**src/rtl/frame_gen_pkg.sv**
```systemverilog
// Shared types and default constants for the frame pattern generator:
// timing states, pattern codes, per-frame pattern configuration and bus widths.
package frame_gen_pkg;

    localparam int DEF_H_ACTIVE   = 640;
    localparam int DEF_V_ACTIVE   = 480;
    localparam int DEF_VBLANK_CYC = 19000;
    localparam int DEF_PRE_CYC    = 1000;
    localparam int DEF_BOX_X0     = 300;
    localparam int DEF_BOX_Y0     = 200;
    localparam int DEF_BOX_SIZE   = 32;

    localparam int DATA_W  = 12;
    localparam int COORD_W = 16;
    localparam int FCNT_W  = 32;
    localparam int CNT_W   = 32;

    typedef enum logic [1:0] {
        ST_IDLE,
        ST_VBLANK,
        ST_PRE,
        ST_ACTIVE
    } state_t;

    typedef enum logic [1:0] {
        PAT_RAMP  = 2'd0,
        PAT_ZERO  = 2'd1,
        PAT_CONST = 2'd2,
        PAT_BOX   = 2'd3
    } pattern_t;

    // Pattern selection captured once per frame.
    typedef struct packed {
        pattern_t            pattern;
        logic [DATA_W-1:0]   value;
    } pat_cfg_t;

endpackage

```
**src/rtl/frame_pattern_mux.sv**
```systemverilog
// Combinational pixel-value selector: ramp, zero, constant or constant-in-box,
// forced to zero whenever the pixel is not valid.
module frame_pattern_mux
    import frame_gen_pkg::*;
#(
    parameter int BOX_X0   = DEF_BOX_X0,
    parameter int BOX_Y0   = DEF_BOX_Y0,
    parameter int BOX_SIZE = DEF_BOX_SIZE
) (
    input  logic                i_valid,
    input  logic [COORD_W-1:0]  i_x,
    input  logic [COORD_W-1:0]  i_y,
    input  logic [DATA_W-1:0]   i_ramp,
    input  pat_cfg_t            i_cfg,
    output logic [DATA_W-1:0]   o_data
);

    logic [31:0] w_x;
    logic [31:0] w_y;
    logic        w_in_box;

    assign w_x = 32'(i_x);
    assign w_y = 32'(i_y);

    assign w_in_box = (w_x >= 32'(BOX_X0)) && (w_x < 32'(BOX_X0 + BOX_SIZE)) &&
                      (w_y >= 32'(BOX_Y0)) && (w_y < 32'(BOX_Y0 + BOX_SIZE));

    always_comb begin
        // NOTE: every output of a combinational block gets a default first, so no path infers a latch.
        o_data = '0;
        if (i_valid) begin
            case (i_cfg.pattern)
                PAT_RAMP:  o_data = i_ramp;
                PAT_ZERO:  o_data = '0;
                PAT_CONST: o_data = i_cfg.value;
                PAT_BOX:   if (w_in_box) o_data = i_cfg.value;
                default:   o_data = '0;
            endcase
        end
    end

endmodule

```
**src/rtl/frame_pattern_gen.sv**
```systemverilog
// Frame timing generator: IDLE/VBLANK/PRE/ACTIVE sequencing, pixel counters and
// fully registered video outputs; pixel values come from frame_pattern_mux.
module frame_pattern_gen
    import frame_gen_pkg::*;
#(
    parameter int H_ACTIVE   = DEF_H_ACTIVE,
    parameter int V_ACTIVE   = DEF_V_ACTIVE,
    parameter int VBLANK_CYC = DEF_VBLANK_CYC,
    parameter int PRE_CYC    = DEF_PRE_CYC,
    parameter int BOX_X0     = DEF_BOX_X0,
    parameter int BOX_Y0     = DEF_BOX_Y0,
    parameter int BOX_SIZE   = DEF_BOX_SIZE
) (
    input  logic                iCLK,
    input  logic                iRST,
    input  logic                iEN,
    input  logic [1:0]          iPATTERN,
    input  logic [DATA_W-1:0]   iCONST,
    output logic                oFVAL,
    output logic                oDVAL,
    output logic [DATA_W-1:0]   oDATA,
    output logic [COORD_W-1:0]  oX_Cont,
    output logic [COORD_W-1:0]  oY_Cont,
    output logic [FCNT_W-1:0]   oFrame_Cont,
    output logic                oFrame_Done
);

    localparam logic [CNT_W-1:0]   VB_LAST  = CNT_W'(VBLANK_CYC - 1);
    localparam logic [CNT_W-1:0]   PRE_LAST = CNT_W'(PRE_CYC - 1);
    localparam logic [COORD_W-1:0] X_LAST   = COORD_W'(H_ACTIVE - 1);
    localparam logic [COORD_W-1:0] Y_LAST   = COORD_W'(V_ACTIVE - 1);

    state_t              r_state,  w_state_nxt;
    logic [CNT_W-1:0]    r_cnt,    w_cnt_nxt;
    logic [COORD_W-1:0]  r_x,      w_x_nxt;
    logic [COORD_W-1:0]  r_y,      w_y_nxt;
    logic [DATA_W-1:0]   r_ramp,   w_ramp_nxt;
    pat_cfg_t            r_cfg,    w_cfg_nxt;
    logic [DATA_W-1:0]   r_data,   w_data_nxt;
    logic                r_fval,   w_fval_nxt;
    logic                r_dval,   w_dval_nxt;
    logic                r_done,   w_frame_end;
    logic [FCNT_W-1:0]   r_frame_cnt;

    // The state register holds the state being shown on the outputs this cycle;
    // the cycle after the last pixel is already the first VBLANK (or IDLE) cycle.
    always_comb begin
        w_state_nxt = r_state;
        w_cnt_nxt   = r_cnt;
        w_x_nxt     = '0;
        w_y_nxt     = '0;
        w_ramp_nxt  = '0;
        w_cfg_nxt   = r_cfg;
        w_frame_end = 1'b0;
        case (r_state)
            ST_IDLE: begin
                if (iEN) begin
                    w_state_nxt = ST_VBLANK;
                    w_cnt_nxt   = '0;
                end
            end
            ST_VBLANK: begin
                if (r_cnt == VB_LAST) begin
                    w_state_nxt = ST_PRE;
                    w_cnt_nxt   = '0;
                    w_cfg_nxt   = '{pattern: pattern_t'(iPATTERN), value: iCONST};
                end else begin
                    w_cnt_nxt = r_cnt + 1'b1;
                end
            end
            ST_PRE: begin
                if (r_cnt == PRE_LAST) begin
                    w_state_nxt = ST_ACTIVE;
                    w_cnt_nxt   = '0;
                end else begin
                    w_cnt_nxt = r_cnt + 1'b1;
                end
            end
            ST_ACTIVE: begin
                if (r_x == X_LAST && r_y == Y_LAST) begin
                    w_frame_end = 1'b1;
                    w_state_nxt = iEN ? ST_VBLANK : ST_IDLE;
                    w_cnt_nxt   = '0;
                end else begin
                    w_ramp_nxt = r_ramp + 1'b1;
                    if (r_x == X_LAST) begin
                        w_y_nxt = r_y + 1'b1;
                    end else begin
                        w_x_nxt = r_x + 1'b1;
                        w_y_nxt = r_y;
                    end
                end
            end
            default: begin
                w_state_nxt = ST_IDLE;
                w_cnt_nxt   = '0;
            end
        endcase
    end

    assign w_fval_nxt = (w_state_nxt == ST_PRE) || (w_state_nxt == ST_ACTIVE);
    assign w_dval_nxt = (w_state_nxt == ST_ACTIVE);

    frame_pattern_mux #(
        .BOX_X0   (BOX_X0),
        .BOX_Y0   (BOX_Y0),
        .BOX_SIZE (BOX_SIZE)
    ) u_mux (
        .i_valid (w_dval_nxt),
        .i_x     (w_x_nxt),
        .i_y     (w_y_nxt),
        .i_ramp  (w_ramp_nxt),
        .i_cfg   (w_cfg_nxt),
        .o_data  (w_data_nxt)
    );

    always_ff @(posedge iCLK or posedge iRST) begin
        if (iRST) begin
            r_state     <= ST_IDLE;
            r_cnt       <= '0;
            r_x         <= '0;
            r_y         <= '0;
            r_ramp      <= '0;
            r_cfg       <= '0;
            r_data      <= '0;
            r_fval      <= 1'b0;
            r_dval      <= 1'b0;
            r_done      <= 1'b0;
            r_frame_cnt <= '0;
        end else begin
            // NOTE: all state updates are non-blocking so every register sees pre-edge values.
            r_state     <= w_state_nxt;
            r_cnt       <= w_cnt_nxt;
            r_x         <= w_x_nxt;
            r_y         <= w_y_nxt;
            r_ramp      <= w_ramp_nxt;
            r_cfg       <= w_cfg_nxt;
            r_data      <= w_data_nxt;
            r_fval      <= w_fval_nxt;
            r_dval      <= w_dval_nxt;
            r_done      <= w_frame_end;
            r_frame_cnt <= r_frame_cnt + FCNT_W'(w_frame_end);
        end
    end

    assign oFVAL       = r_fval;
    assign oDVAL       = r_dval;
    assign oDATA       = r_data;
    assign oX_Cont     = r_x;
    assign oY_Cont     = r_y;
    assign oFrame_Cont = r_frame_cnt;
    assign oFrame_Done = r_done;

endmodule

```
**config.mk**
```make
export PLATFORM = sky130hd
export DESIGN_NAME = frame_pattern_gen
export DESIGN_NICKNAME = d
export VERILOG_FILES = /design/src/rtl/frame_gen_pkg.sv /design/src/rtl/frame_pattern_mux.sv /design/src/rtl/frame_pattern_gen.sv
export SDC_FILE = /design/constraint.sdc
export NUM_CORES = 1
export LEC_CHECK = 0
export CAP_MARGIN = 40
export CORE_UTILIZATION = 55
export DETAILED_ROUTE_END_ITERATION = 16
export PLACE_DENSITY = 0.8
export SLEW_MARGIN = 20
export SYNTH_ARGS = -nofsm -noshare
export SYNTH_HDL_FRONTEND = slang
export SYNTH_HIERARCHICAL = 1
export SYNTH_SLANG_ARGS = --single-unit
export TNS_END_PERCENT = 50
```
**constraint.sdc**
```tcl
create_clock -name iCLK -period 5.6 [get_ports iCLK]
set_input_delay 0.56 -clock iCLK [delete_from_list [all_inputs] [get_ports iCLK]]
set_output_delay 0.56 -clock iCLK [all_outputs]
set_load 0.1 [all_outputs]
```
==> results.py, run 1 <==
metrics = {
    "synth": {
        "synth_cell_types": 60,
        "synthXorXnorAreaFrac": 0.0910,
        "synth_area_leaders": "dfrtp_1, xnor2_1, nand3_1",
        "synth.cell_area_um2": 6830,
        "ys.flop_type": "dfrtp_1",
        "synthesis.nets": 685,
        "synth_area_leader_cell": "dfrtp_1",
        "synth-compound-area-share": 0.0829,
        "syn_area_per_cell_um2": 10.4,
        "synth_cells": 656,
        "ys_warn_count": 6,
        "synth_top_family_by_area": "simple AND/OR/NAND/NOR gates",
        "synth_edf_count": 0,
        "synth_top_cell_area_share": 0.505,
        "synth_simple_gate_area_frac": 0.248,
        "synth_seq_cells": 138,
        "synth_mux_area_frac": 0.0260,
        "synthAdderAreaFrac": 0.0220,
        "synth_seq_area_share": 0.505,
        "async_flop_share": 1.00,
    },
    "floorplan": {
        "start_util": 0.567,
        "num_io_pins": 96,
        "placementRows": 40,
        "die_width_um": 113,
        "dieArea_um2": 12900,
        "die_h_um": 113,
        "core_area_um2": 12100,
    },
    "global_route": {
        "grt_pass1_vias": 6515,
        "grt_pass1_wl_mm": 36.1,
        "antenna_found_initial": 1,
        "globalRoute.totalOverflow": 0,
        "gr-usage-all-layers": 0.371,
        "grt_max_degree": 52,
    },
    "timing": {
        "finalHoldViolations": 0,
        "max_slew_margin": 0.416,
        "tightest_slew_ns": 0.868,
        "maxSlewViolCount": 0,
        "fmax_ghz": 0.243,
        "finalSetupViolations": 0,
        "fin_crit_sh": 0.736,
        "setup_tns_ns": 0,
        "clock_skew_ns": 0.0111,
        "rsz0062_at_grt": "false",
        "period_needed_ns": 4.12,
    },
    "power": {
        "cellPowerDensity_nw_per_um2": 253,
        "p_leak_uw": 0.00424,
        "vdd_drop_max_mv": 0.261,
    },
    "critical_path": {
        "setup.worst_path.class": "reg -> reg",
        "crit_required_ns": 5.91,
        "cp-start-kind": "flip-flop",
        "crit_fanout": 20,
        "arrival_ns": 4.43,
        "cp-end-kind": "flip-flop",
    },
    "hold_path": {
        "min_path_type": "reg -> reg",
    },
    "finish": {
        "num_antenna_cells": 0,
        "final_nets": 869,
        "syn2layout_area_growth_pct": 45.5,
        "fillers": 570,
        "final_cells": 1021,
        "final_common_cell": "dfrtp_1",
        "final_layout_size_suffix_gt1_frac": 0.184,
        "layout_common_cells": "dfrtp_1, clkdlybuf4s50_1, buf_8",
    },
    "clocking": {
        "cts_buffers": 17,
        "h-tree-depth": 4,
        "tritoncts": "yes",
        "cts_resized": 0,
        "insertion_delay_ns": 0.43,
        "postCtsSetupRepairBufs": 0,
        "hold_buffers": 0,
        "cts.sinks": 138,
        "ctsLongestPathBuffers": 2,
        "root_buffer": "clkbuf_16",
        "path_clk_slew_ns": 0.06,
    },
    "detailed_routing": {
        "antenna_left": 0,
        "wire_per_inst_um": 21.6,
        "drt_iter0_markers": 759,
        "drt_first_pass_iters": 5,
        "routed_wl_mm": 22.0,
        "drc": 0,
        "vias": 6310,
        "avgViaCountPerCell": 6.18,
    },
    "place": {
        "hpwl_mm": 14.0,
        "io_buffers": 95,
        "dp_cells": 988,
        "place_congestion": 0.873,
    },
    "status": {
        "status": "completed",
    },
    "run": {
        "max_cap_violations": 0,
    },
}
==> critical path, stage by stage, from the launching register on <==
cell      delay (ns)
dfrtp_1         0.43
ha_1            0.29
and4bb_2        0.29
nand4_4         0.20
o21ai_2         0.76
buf_4           0.34
a211oi_1        0.12
a311o_1         0.29
and2_1          0.18
nand2b_1        0.38
o41ai_2         0.23
buf_2           0.24
a31o_1          0.25
==> Yosys cell counts, drive strengths merged (3+ instances only) <==
cell,count
nand2b,3
a31oi,3
and3,21
o21ai,16
xnor2,39
or4,4
clkbuf,12
nor2b,5
nand3,62
a22o,11
o21a,4
nor2,65
o22ai,3
xor2,32
dfrtp,138
nor4,16
or2,5
and4,13
and2,5
a31o,13
nor3b,14
or3,7
nand2,47
a21oi,11
buf,7
nor3,7
inv,19
a21o,6
nand4,21
nor4b,3
ha,12
mux2,14
==> power breakdown <==
part	leakage (µW)	switching (µW)	internal, µW
logic	0.00205	179	95.5
registers	0.00189	12.0	1010
clock network	0.000303	468	754
total	0.00424	659	1860
==> cell families (layout without fill, tap and decap cells) <==
group	count (synthesis)	count (layout)
compound gates	78	78
buf+inv	38	235
mux	16	16
fa+ha+maj	12	12
xor+xnor	71	71
simple gates	303	303
flops	138	138
==> state kept, by name (all words and copies together), names as in the netlist <==
register / cells
r_cnt: 32
r_state: 1
r_cfg: 14
oY_Cont: 16
oDATA: 12
oFVAL: 1
oFrame_Done: 1
oX_Cont: 16
r_ramp: 12
oFrame_Cont: 32
oDVAL: 1
==> routing by layer <==
metal / up-vias / wire length [µm] / GRT usage
met1: 3065 / 8200 / 0.424
li1: 2727 / - / -
met4: 2 / 1010 / 0.185
met2: 400 / 11100 / 0.607
met5: - / 9 / 0
met3: 116 / 1670 / 0.148
==> path summary, 6_finish.rpt <==
kind,from,to,slack (ns),cells after the start
worst max-delay path,oX_Cont[1],oDATA[3],1.48,12
min in group asynchronous,iRST,oFrame_Cont[5],0.58,3
max in group asynchronous,iRST,oY_Cont[11],4.12,4
worst max register to register,oX_Cont[1],oDATA[3],1.48,12
worst min-delay path,oFrame_Cont[9],oFrame_Cont[9],0.50,1
worst min register to register,oFrame_Cont[9],oFrame_Cont[9],0.50,1
==> metrics by stage <==
step / util / total power [µW] / hold slack (ns) / area (µm²) / worst slack (ns)
after global placement: 0.658 / 1280 / 0.460 / 7940 / 1.89
after CTS: 0.823 / 2510 / 0.501 / 9930 / 1.54
final: 0.824 / 2520 / 0.498 / 9940 / 1.48
after global routing: 0.824 / 2610 / 0.519 / 9940 / 1.29
after detailed placement: 0.770 / 1290 / 0.465 / 9290 / 1.64
after floorplan: - / 1230 / 0.458 / 6830 / 1.34
==> cell type report <==
cell class / instances / area (µm²) / area share
well taps: 168 / 210 / 0.0211
multi-input cells: 480 / 3210 / 0.323
flip-flops and latches: 138 / 3450 / 0.347
clock buffers: 17 / 425 / 0.0428
repair buffers: 184 / 2350 / 0.237
clock inverters: 15 / 215 / 0.0216
inverters: 19 / 73.8 / 0.00743
Power figures use the tool's default switching activity.
==> inputs of run 2 (changes only) <==
==> constraint.sdc (replaced) <==
create_clock -name iCLK -period 4.2 [get_ports iCLK]
set_input_delay 0.42 -clock iCLK [delete_from_list [all_inputs] [get_ports iCLK]]
set_output_delay 0.42 -clock iCLK [all_outputs]
set_load 0.1 [all_outputs]
==> run 2 against run 1 <==
Compared with the run above: cell area shrank 1.2%; first-iteration DRC count shrank 2.8%; count of clock-buffer cells in the layout grew 2; maximum frequency grew 11%; combinational power grew 39%; utilization shrank 1.0 points; routed wire length grew 1.1%; power grew 28%; via count grew 2.1%; critical path type unchanged; critical endpoint is now oFrame_Cont[26]; largest cell class unchanged; largest power group unchanged; highest routed layer is now met4.
==> results.py, run 2 (same netlist as run 1, synthesis figures left out) <==
metrics = {
    "floorplan": {
        "placementRows": 40,
        "core_area_um2": 12100,
        "dieArea_um2": 12900,
        "start_util": 0.567,
        "die_width_um": 113,
        "die_h_um": 113,
        "num_io_pins": 96,
    },
    "global_route": {
        "antenna_found_initial": 1,
        "globalRoute.totalOverflow": 0,
        "grt_pass1_wl_mm": 35.3,
        "grt_max_degree": 53,
        "gr-usage-all-layers": 0.361,
        "grt_pass1_vias": 6697,
    },
    "clocking": {
        "ctsLongestPathBuffers": 2,
        "root_buffer": "clkbuf_16",
        "cts_resized": 0,
        "path_clk_slew_ns": 0.06,
        "cts_buffers": 17,
        "postCtsSetupRepairBufs": 0,
        "hold_buffers": 0,
        "tritoncts": "yes",
        "insertion_delay_ns": 0.43,
        "h-tree-depth": 4,
        "cts.sinks": 138,
    },
    "detailed_routing": {
        "avgViaCountPerCell": 6.30,
        "vias": 6443,
        "routed_wl_mm": 22.2,
        "drt_first_pass_iters": 5,
        "drt_iter0_markers": 738,
        "wire_per_inst_um": 21.7,
        "antenna_left": 0,
        "drc": 0,
    },
    "power": {
        "fin_total_pwr_uw": 3230,
        "p_leak_uw": 0.00420,
        "cellPowerDensity_nw_per_um2": 329,
        "vdd_drop_max_mv": 0.352,
    },
    "critical_path": {
        "cp-end-kind": "flip-flop",
        "reg2reg_depth": 12,
        "crit_required_ns": 4.53,
        "crit_fanout": 8,
        "reg2reg_setup_slack_ns": 0.50,
        "arrival_ns": 4.03,
        "timing.rr.end": "oFrame_Cont[26]",
        "cp-start-kind": "flip-flop",
        "setup.worst_path.class": "reg -> reg",
        "r2r-start": "oX_Cont[0]",
    },
    "timing": {
        "maxSlewViolCount": 0,
        "rsz0062_at_grt": "false",
        "max_slew_margin": 0.500,
        "fmax_ghz": 0.270,
        "tightest_slew_ns": 0.744,
        "fin_crit_sh": 0.882,
        "setup_tns_ns": 0,
        "finalHoldViolations": 0,
        "finalSetupViolations": 0,
        "clock_skew_ns": 0.0127,
        "period_needed_ns": 3.70,
    },
    "finish": {
        "final_layout_size_suffix_gt1_frac": 0.185,
        "syn2layout_area_growth_pct": 43.7,
        "final_common_cell": "dfrtp_1",
        "final_nets": 870,
        "layout_common_cells": "dfrtp_1, clkdlybuf4s50_1, buf_8",
    },
    "hold_path": {
        "min_path_type": "in -> async",
    },
    "place": {
        "io_buffers": 95,
        "place_congestion": 0.865,
        "hpwl_mm": 13.5,
    },
    "status": {
        "status": "completed",
    },
    "run": {
        "max_cap_violations": 0,
    },
}
-- run 2: area by class of cell --
class	instances	area (µm²)
multi-input cells	480	3210
inverters	19	73.8
flip-flops and latches	138	3450
clock inverters	13	131
fillers	556	2240
clock buffers	19	453
well taps	168	210
repair buffers	185	2290
diodes	1	2.50
-- run 2: worst max-delay path: stages, from the launching register on --
cell and delay (ns):
dfrtp_1 0.45, ha_1 0.30, and4bb_2 0.30, nand4_4 0.19, nor2_1 0.24, and2_1 0.19
ha_1 0.28, ha_1 0.31, nand2_1 0.12, or3_1 0.43, nor2_1 0.41, nand3_1 0.17
xnor2_1 0.22
-- run 2: worst max-delay path by stage --
stage	cells after the start	end	slack, ns	from
finish	12	oFrame_Cont[26]	0.50	oX_Cont[0]
global route	12	oFrame_Cont[30]	0.33	oX_Cont[0]
CTS	12	oFrame_Cont[30]	0.55	oX_Cont[0]
detailed placement	10	oDATA[11]	0.75	oX_Cont[11]
global placement	11	oDATA[0]	0.99	oX_Cont[0]
floorplan	1	oDATA[0]	0.08	iRST
-- run 2: metrics by stage --
stage	setup slack, ns	hold slack, ns	util	instance area, µm²	std cells
2_1_floorplan	0.0838	0.458	-	6830	656
3_3_place_gp	0.989	0.460	0.660	7960	908
3_5_place_dp	0.748	0.471	0.763	9210	987
4_1_cts	0.545	0.476	0.812	9790	1019
5_1_grt	0.334	0.517	0.814	9820	1022
6_report	0.497	0.462	0.814	9820	1023
-- run 2: metal layers --
metal,part of all wire,up-vias,wire length (µm),track usage
met5,0,-,0,0
met4,0.058,0,1290,0.236
met3,0.072,129,1610,0.0834
met2,0.51,442,11400,0.618
met1,0.36,3139,7960,0.407
li1,-,2733,-,-
-- run 2: power by group --
part | total (µW) | internal (µW) | switching [µW]
combinational | 380 | 126 | 255
clock | 1490 | 861 | 626
sequential | 1360 | 1350 | 16.4
total | 3230 | 2340 | 897
